File: src/rtl/sram_like_arb.sv
// Shares one sram-like master port between inst and data requesters; an owner FIFO routes in-order responses back.
// Build option: define SRAM_ARB_RR_EN for round-robin arbitration, otherwise data has fixed priority over inst.
module sram_like_arb #(
  parameter int DEPTH = 4
) (
  input  logic        clock,
  input  logic        reset,
  input  logic        inst_req,
  input  logic        inst_wr,
  input  logic [1:0]  inst_size,
  input  logic [31:0] inst_addr,
  input  logic [31:0] inst_wdata,
  input  logic        inst_cache,
  output logic        inst_addr_ok,
  output logic        inst_data_ok,
  output logic [31:0] inst_rdata,
  input  logic        data_req,
  input  logic        data_wr,
  input  logic [1:0]  data_size,
  input  logic [31:0] data_addr,
  input  logic [31:0] data_wdata,
  input  logic        data_cache,
  output logic        data_addr_ok,
  output logic        data_data_ok,
  output logic [31:0] data_rdata,
  output logic        m_req,
  output logic        m_wr,
  output logic [1:0]  m_size,
  output logic [31:0] m_addr,
  output logic [31:0] m_wdata,
  output logic        m_cache,
  input  logic        m_addr_ok,
  input  logic        m_data_ok,
  input  logic [31:0] m_rdata
);
  localparam int AW = $clog2(DEPTH);

  typedef enum logic {FREE, LOCK} state_t;

  state_t           state, state_nxt;
  logic             lock_owner, lock_owner_nxt;
  logic [DEPTH-1:0] owner_q;
  logic [AW-1:0]    wptr, rptr;
  logic [AW:0]      count;
  logic             pick, sel, sel_req, not_full, accept, pop, head;

`ifdef SRAM_ARB_RR_EN
  logic last_grant;

  // With both pending, grant whoever did not win last; a lone requester always wins.
  always_comb begin
    pick = data_req;
    if (inst_req && data_req) pick = ~last_grant;
  end

  always_ff @(posedge clock) begin
    if (reset) last_grant <= 1'b1;
    else if (accept && inst_req && data_req) last_grant <= ~last_grant;
  end
`else
  assign pick = data_req;
`endif

  assign sel      = (state == LOCK) ? lock_owner : pick;
  assign sel_req  = sel ? data_req : inst_req;
  // Full check uses registered count, so a same-cycle pop never frees a slot early.
  assign not_full = (count != (AW+1)'(DEPTH));
  assign m_req    = sel_req & not_full;
  assign m_wr     = sel ? data_wr    : inst_wr;
  assign m_size   = sel ? data_size  : inst_size;
  assign m_addr   = sel ? data_addr  : inst_addr;
  assign m_wdata  = sel ? data_wdata : inst_wdata;
  assign m_cache  = sel ? data_cache : inst_cache;

  assign accept       = m_req & m_addr_ok;
  assign inst_addr_ok = accept & ~sel;
  assign data_addr_ok = accept & sel;

  assign head         = owner_q[rptr];
  assign pop          = m_data_ok & (count != '0);
  assign inst_data_ok = pop & ~head;
  assign data_data_ok = pop & head;
  assign inst_rdata   = m_rdata;
  assign data_rdata   = m_rdata;

  always_comb begin
    state_nxt      = state;
    lock_owner_nxt = lock_owner;
    case (state)
      FREE: if (m_req && !m_addr_ok) begin
        state_nxt      = LOCK;
        lock_owner_nxt = sel;
      end
      LOCK: if (m_addr_ok) state_nxt = FREE;
      default: state_nxt = FREE;
    endcase
  end

  always_ff @(posedge clock) begin
    if (reset) begin
      state      <= FREE;
      lock_owner <= 1'b0;
      wptr       <= '0;
      rptr       <= '0;
      count      <= '0;
    end else begin
      state      <= state_nxt;
      lock_owner <= lock_owner_nxt;
      if (accept) wptr <= wptr + 1'b1;
      if (pop)    rptr <= rptr + 1'b1;
      case ({accept, pop})
        2'b10:   count <= count + 1'b1;
        2'b01:   count <= count - 1'b1;
        default: count <= count;
      endcase
    end
  end

  always_ff @(posedge clock) begin
    if (accept) owner_q[wptr] <= sel;
  end
endmodule

File: config.mk
export PLATFORM = sky130hd
export DESIGN_NAME = sram_like_arb
export DESIGN_NICKNAME = d
export VERILOG_FILES = /design/src/rtl/sram_like_arb.sv
export SDC_FILE = /design/constraint.sdc
export NUM_CORES = 1
export LEC_CHECK = 0
export CAP_MARGIN = 40
export CORE_AREA = 2 2 121 123
export CTS_CLUSTER_SIZE = 12
export DETAILED_ROUTE_END_ITERATION = 12
export DIE_AREA = 0 0 123 125
export HOLD_SLACK_MARGIN = 0.1
export PLACE_DENSITY_LB_ADDON = 0.05
export SETUP_SLACK_MARGIN = 0.02
export SLEW_MARGIN = 10
export SYNTH_ARGS = -nofsm -noshare
export SYNTH_HDL_FRONTEND = slang
export SYNTH_SLANG_ARGS = --single-unit
File: constraint.sdc
create_clock -name clock -period 5.25 [get_ports clock]
set_input_delay 0.7875 -clock clock [delete_from_list [all_inputs] [get_ports clock]]
set_output_delay 0.7875 -clock clock [all_outputs]
set_load 0.05 [all_outputs]
After elaboration in Yosys (flattened, before gate mapping):

Index checks and enable logic that the tools add are counted.

* reduce and logical (&&, ||, !) cells: 6
* multiplexer cells: 16
* bitwise gates (word level): 10
* magnitude comparators: 3
* eq/ne operators: 3
* add/sub/neg operators: 4

Operators by type and width (count)
* $mux W32: 2
* $mux W1: 8
* $and A1 B1 Y1: 7
* $lt A2 B3 Y1 const B: 2
* $pmux W3 S2: 1
* $add A2 B1 Y2 const B: 2
* $bwmux W4: 1
* $add A3 B1 Y3 const B: 1
* $ne A3 B3 Y1 const B: 1
* $not A1 Y1: 3
* $reduce_bool A3 Y1: 1
* $sub A3 B1 Y3 const B: 1
* $bmux W1 S2: 1
* $demux W1 S2: 1
* $eq A2 B1 Y1 const B: 1
* $eq A2 B2 Y1 const B: 1
* $ge A2 B1 Y1 const B: 1
* $logic_and A1 B1 Y1: 2
* $mux W2: 1
* $pmux W1 S2: 1
* $reduce_and A2 Y1: 1
* $reduce_bool A2 Y1: 1
* $logic_not A1 Y1: 1

* word-level logic and storage cells: 48
* register bits: 13
* input bits: 174

Depth between registers and ports, before layout:

* depth in word-level cells: 6
* mapped depth: 9

Worst setup path after synthesis:

No wires, ideal clock.

* path type: input-to-output
* start point: input port data_req
* end point: output port inst_addr_ok
* cell stages on the path: 4
* arrival: 2603 ps
* path buffers: 1
* path slack: 1860 ps
* required time: 4463 ps
* cells stage by stage: mux2i_2 buf_2 inv_1 nor3_1

* word-level cells in the longest chain between the ends: 5

RTL lines
* start, declared: RTL line 17 `input logic data_req,`
* $mux W1 *: RTL line 64 `assign sel = (state == LOCK) ? lock_owner : pick;`
* named net sel: RTL line 45 `logic pick, sel, sel_req, not_full, accept, pop, head;`
* $mux W1: RTL line 65 `assign sel_req = sel ? data_req : inst_req;`
* $and A1 B1 Y1: RTL line 68 `assign m_req = sel_req & not_full;`
* $and A1 B1 Y1: RTL line 75 `assign accept = m_req & m_addr_ok;`
* $and A1 B1 Y1 *: RTL line 76 `assign inst_addr_ok = accept & ~sel;`
* end, declared: RTL line 14 `output logic inst_addr_ok,`

The timed path passes the listed nets; every way through them passes the cells marked *.

Final worst setup path:

* start point: input port data_req
* end point: output port m_addr[26]

* word-level cells in the longest chain between the ends: 2

RTL lines
* $mux W1: RTL line 64
* $mux W32: RTL line 71 `assign m_addr = sel ? data_addr : inst_addr;`
* end, declared: RTL line 29 `output logic [31:0] m_addr,`

Every way passes these cells.

==> metrics.md <==
| Metric | Value |
|---|---|
| Core ar. | `14200 sq um` |
| Synth Register Bits | `13` |
| Count leader, synth | `mux2_2` |
| CTS tree | `built` |
| Max-Cap Viols | `0` |
| Die Area | `15380 sq um` |
| Initial antenna violation count | `0` |
| Clock Latency Late Sink | `240 ps` |
| DR vias | `1982` |
| Clock buffer depth | `2` |
| ANT cells | `0` |
| Power Dens Cells | `244.2 nW/um^2` |
| Dpl ws | `1205 ps` |
| Net Sw Frac | `44.83%` |
| Largest stage delay, worst path | `730 ps` |
| Commonest cells post-synth | `69 x mux2_2, 64 x buf_4, 10 x inv_1, 10 x nor2_1, 9 x dfxtp_1` |
| Syn_area_per_cell | `9.565 sq um` |
| Cell taking the most area after synthesis | `mux2_2` |
| Nets@finish | `540` |
| DIE WIDTH | `123 microns` |
| H-tree levels | `1` |
| Top cells by area, synth | `mux2_2 38%, buf_4 24%, dfxtp_1 8.9%` |
| Slew margin rel. | `52.98%` |
| Worst slew pin tran | `703.8 ps` |
| Root buffer cell | `clkbuf_16` |
| Pin count of the biggest net entering global routing | `34` |
| Site row count | `44` |
| Post-synthesis cell type count | `29` |
| Most used DFF post-synth | `dfxtp_1` |
| Drt wl/cell | `17.65 microns` |
| Critical path cell sequence | `clkdlybuf4s50_1 > mux2i_4 > buf_12 > mux2_2 > clkdlybuf4s50_1` |
| WL final | `9584 microns` |
| Mapped Area | `2018 sq um` |
| Starting Density | `14.21%` |
| Hold Crit Class | `flop to flop` |
| Number of cells on the critical path | `5` |
| Port Buf Inserts | `214` |
| Int Pwr | `0.5387 mW` |
| Total power draw | `0.9765 mW` |
| Sum Neg Setup Slack | `0 ps` |
| Comb power frac | `70.3%` |
| Ports | `311` |
| Synth Warn # | `0` |
| Critical-path top delay cell | `clkdlybuf4s50_1` |
| Worst R2R Path Depth | `9` |
| Share of cells above drive strength 1 | `21.45%` |
| Gr ovfl total | `0` |
| Final hold vios | `0` |
| Min Tclk post-route | `4003 ps` |
| RSZ-0062 raised after global routing | `false` |
| Routed Antenna Nets | `0` |
| Clock skew | `2.211 ps` |
| Critical path type | `input port to output port` |
| Crit-path leading delay family | `buffers and inverters` |
| Crit path required time | `4460 ps` |
| Slew Viols, Final | `0` |
| Area Overhead vs Synth | `98.14%` |
| Yosys top cell area share | `38.50%` |
| Crit path buf inv count | `3` |
| Register area share after synthesis | `14.88%` |
| Crit path capture type | `output port` |
| Crit path max fanout | `33` |
| Post-synth EDFFs | `4` |
| Reg2reg start | `state` |
| CTS Hold Buffers Added | `0` |
| Pleak | `1.463 nW` |
| Share of total power in the clock network | `14.5%` |
| Async SR Flop Fraction | `0%` |
| FMAX | `249.8 MHz` |
| Status | `completed` |
| Share of power burned in registers | `15.2%` |
| Worst hold slack | `517.1 ps` |
| VDD IR-drop max | `0.00008203 V` |
| Crit path arrival time | `3220 ps` |
| CP startpoint kind | `input port` |
| First DRT Iteration DRCs | `58` |
| Sink Count | `13` |
| CP Launch Point | `data_req` |
| Setup bufs post-CTS | `0` |
| Endpoints failing setup | `0` |
| Setup ws final | `1247 ps` |
| Global-route wire length before repair | `13170 microns` |
| Net count after synthesis | `391` |
| Worst hold stages | `2` |
| DRT Pass-1 Iters | `4` |
| Fillers | `1505` |
| Vias in the first global route | `2090` |
| Syn Inst Count | `211` |
| Final HPWL DP | `8419 microns` |
| Vias per cell | `3.650` |
| Part of the cycle the worst path needs | `76.25%` |
| DR DRC count | `0` |
| Sw Pwr | `0.4378 mW` |
| Final core utilization | `28.15%` |
| Gpl congestion | `0.7064` |
| Most common cell on crit path | `clkdlybuf4s50_1` |
| Hold wc startpoint | `count[2]` |
| DIE HEIGHT | `125 microns` |
| Register clock-pin slew on the reported worst setup and hold paths | `40 ps` |
| Post-CTS Resized | `0` |
| Total CTS buffers | `3` |
| Total track usage | `11.57%` |
-- final timing paths --
kind / slack (ps) / end
max reg2reg: 2580 / count[2]
min: 520 / count[2]
max: 1250 / m_addr[26]
min reg2reg: 520 / count[2]
-- kinds of logic after synthesis --
kind of cell               count (synthesis)  share of synthesized area (%)
and+or+nand+nor                           24                          6.324
muxes                                     73                          41.29
buffers and inverters                     82                          27.59
xor gates and xnor gates                   4                          1.736
AOI/OAI and AO/OA                          9                          4.092
adders and majority gates                  6                          4.092
DFF                                       13                          14.88
-- area by class of cell --
cell class | count | area (sq um) | share of cell area (%)
clock buffer | 4 | 78.83 | 1.971
inverter | 10 | 37.54 | 0.9387
multi-input combinational | 116 | 1170 | 29.26
sequential | 13 | 300.3 | 7.509
tap | 184 | 230.2 | 5.757
timing repair buffer | 216 | 2182 | 54.57
-- flip-flops by register name, summed over array words and instances, names as in the netlist --
signal / count
count: 3
owner_q: 4
wptr: 2
rptr: 2
state: 1
lock_owner: 1
-- placed cells by master (no fill, tap or decap), drive strengths merged, types with 3 or more instances in the layout --
cell,instances
ha,5
clkbuf,4
dfxtp,9
nand2b,4
mux2,69
and2,4
mux2i,3
inv,10
clkdlybuf4s50,214
nor2,10
xor2,4
edfxtp,4
-- tightest hold or removal path, cell delays in order, from the launching register on --
cell	delay, ps
dfxtp_1	330
o21ai_0	80
a21oi_1	60
-- power groups by stage --
stage | registers [mW] | clock network [mW] | logic [mW]
after floorplan | 0.144 | 0 | 0.556
after global placement | 0.151 | 0 | 0.696
after detailed placement | 0.150 | 0 | 0.694
after CTS | 0.148 | 0.145 | 0.696
after global routing | 0.153 | 0.154 | 0.725
final | 0.149 | 0.142 | 0.686
-- per-layer routing --
layer,GRT usage (%),part of all wire [%]
met1,10.63,32
met2,23.04,55
met3,4.516,13
met4,2.941,1.1
met5,0,0
-- through the flow --
stage | instances | area [sq um]
CTS | 543 | 3999
global route | 543 | 3999
floorplan | 211 | 2018
detailed placement | 539 | 3920
finish | 543 | 3999
global placement | 539 | 3920
No activity file was read; power rests on OpenSTA's default activity.
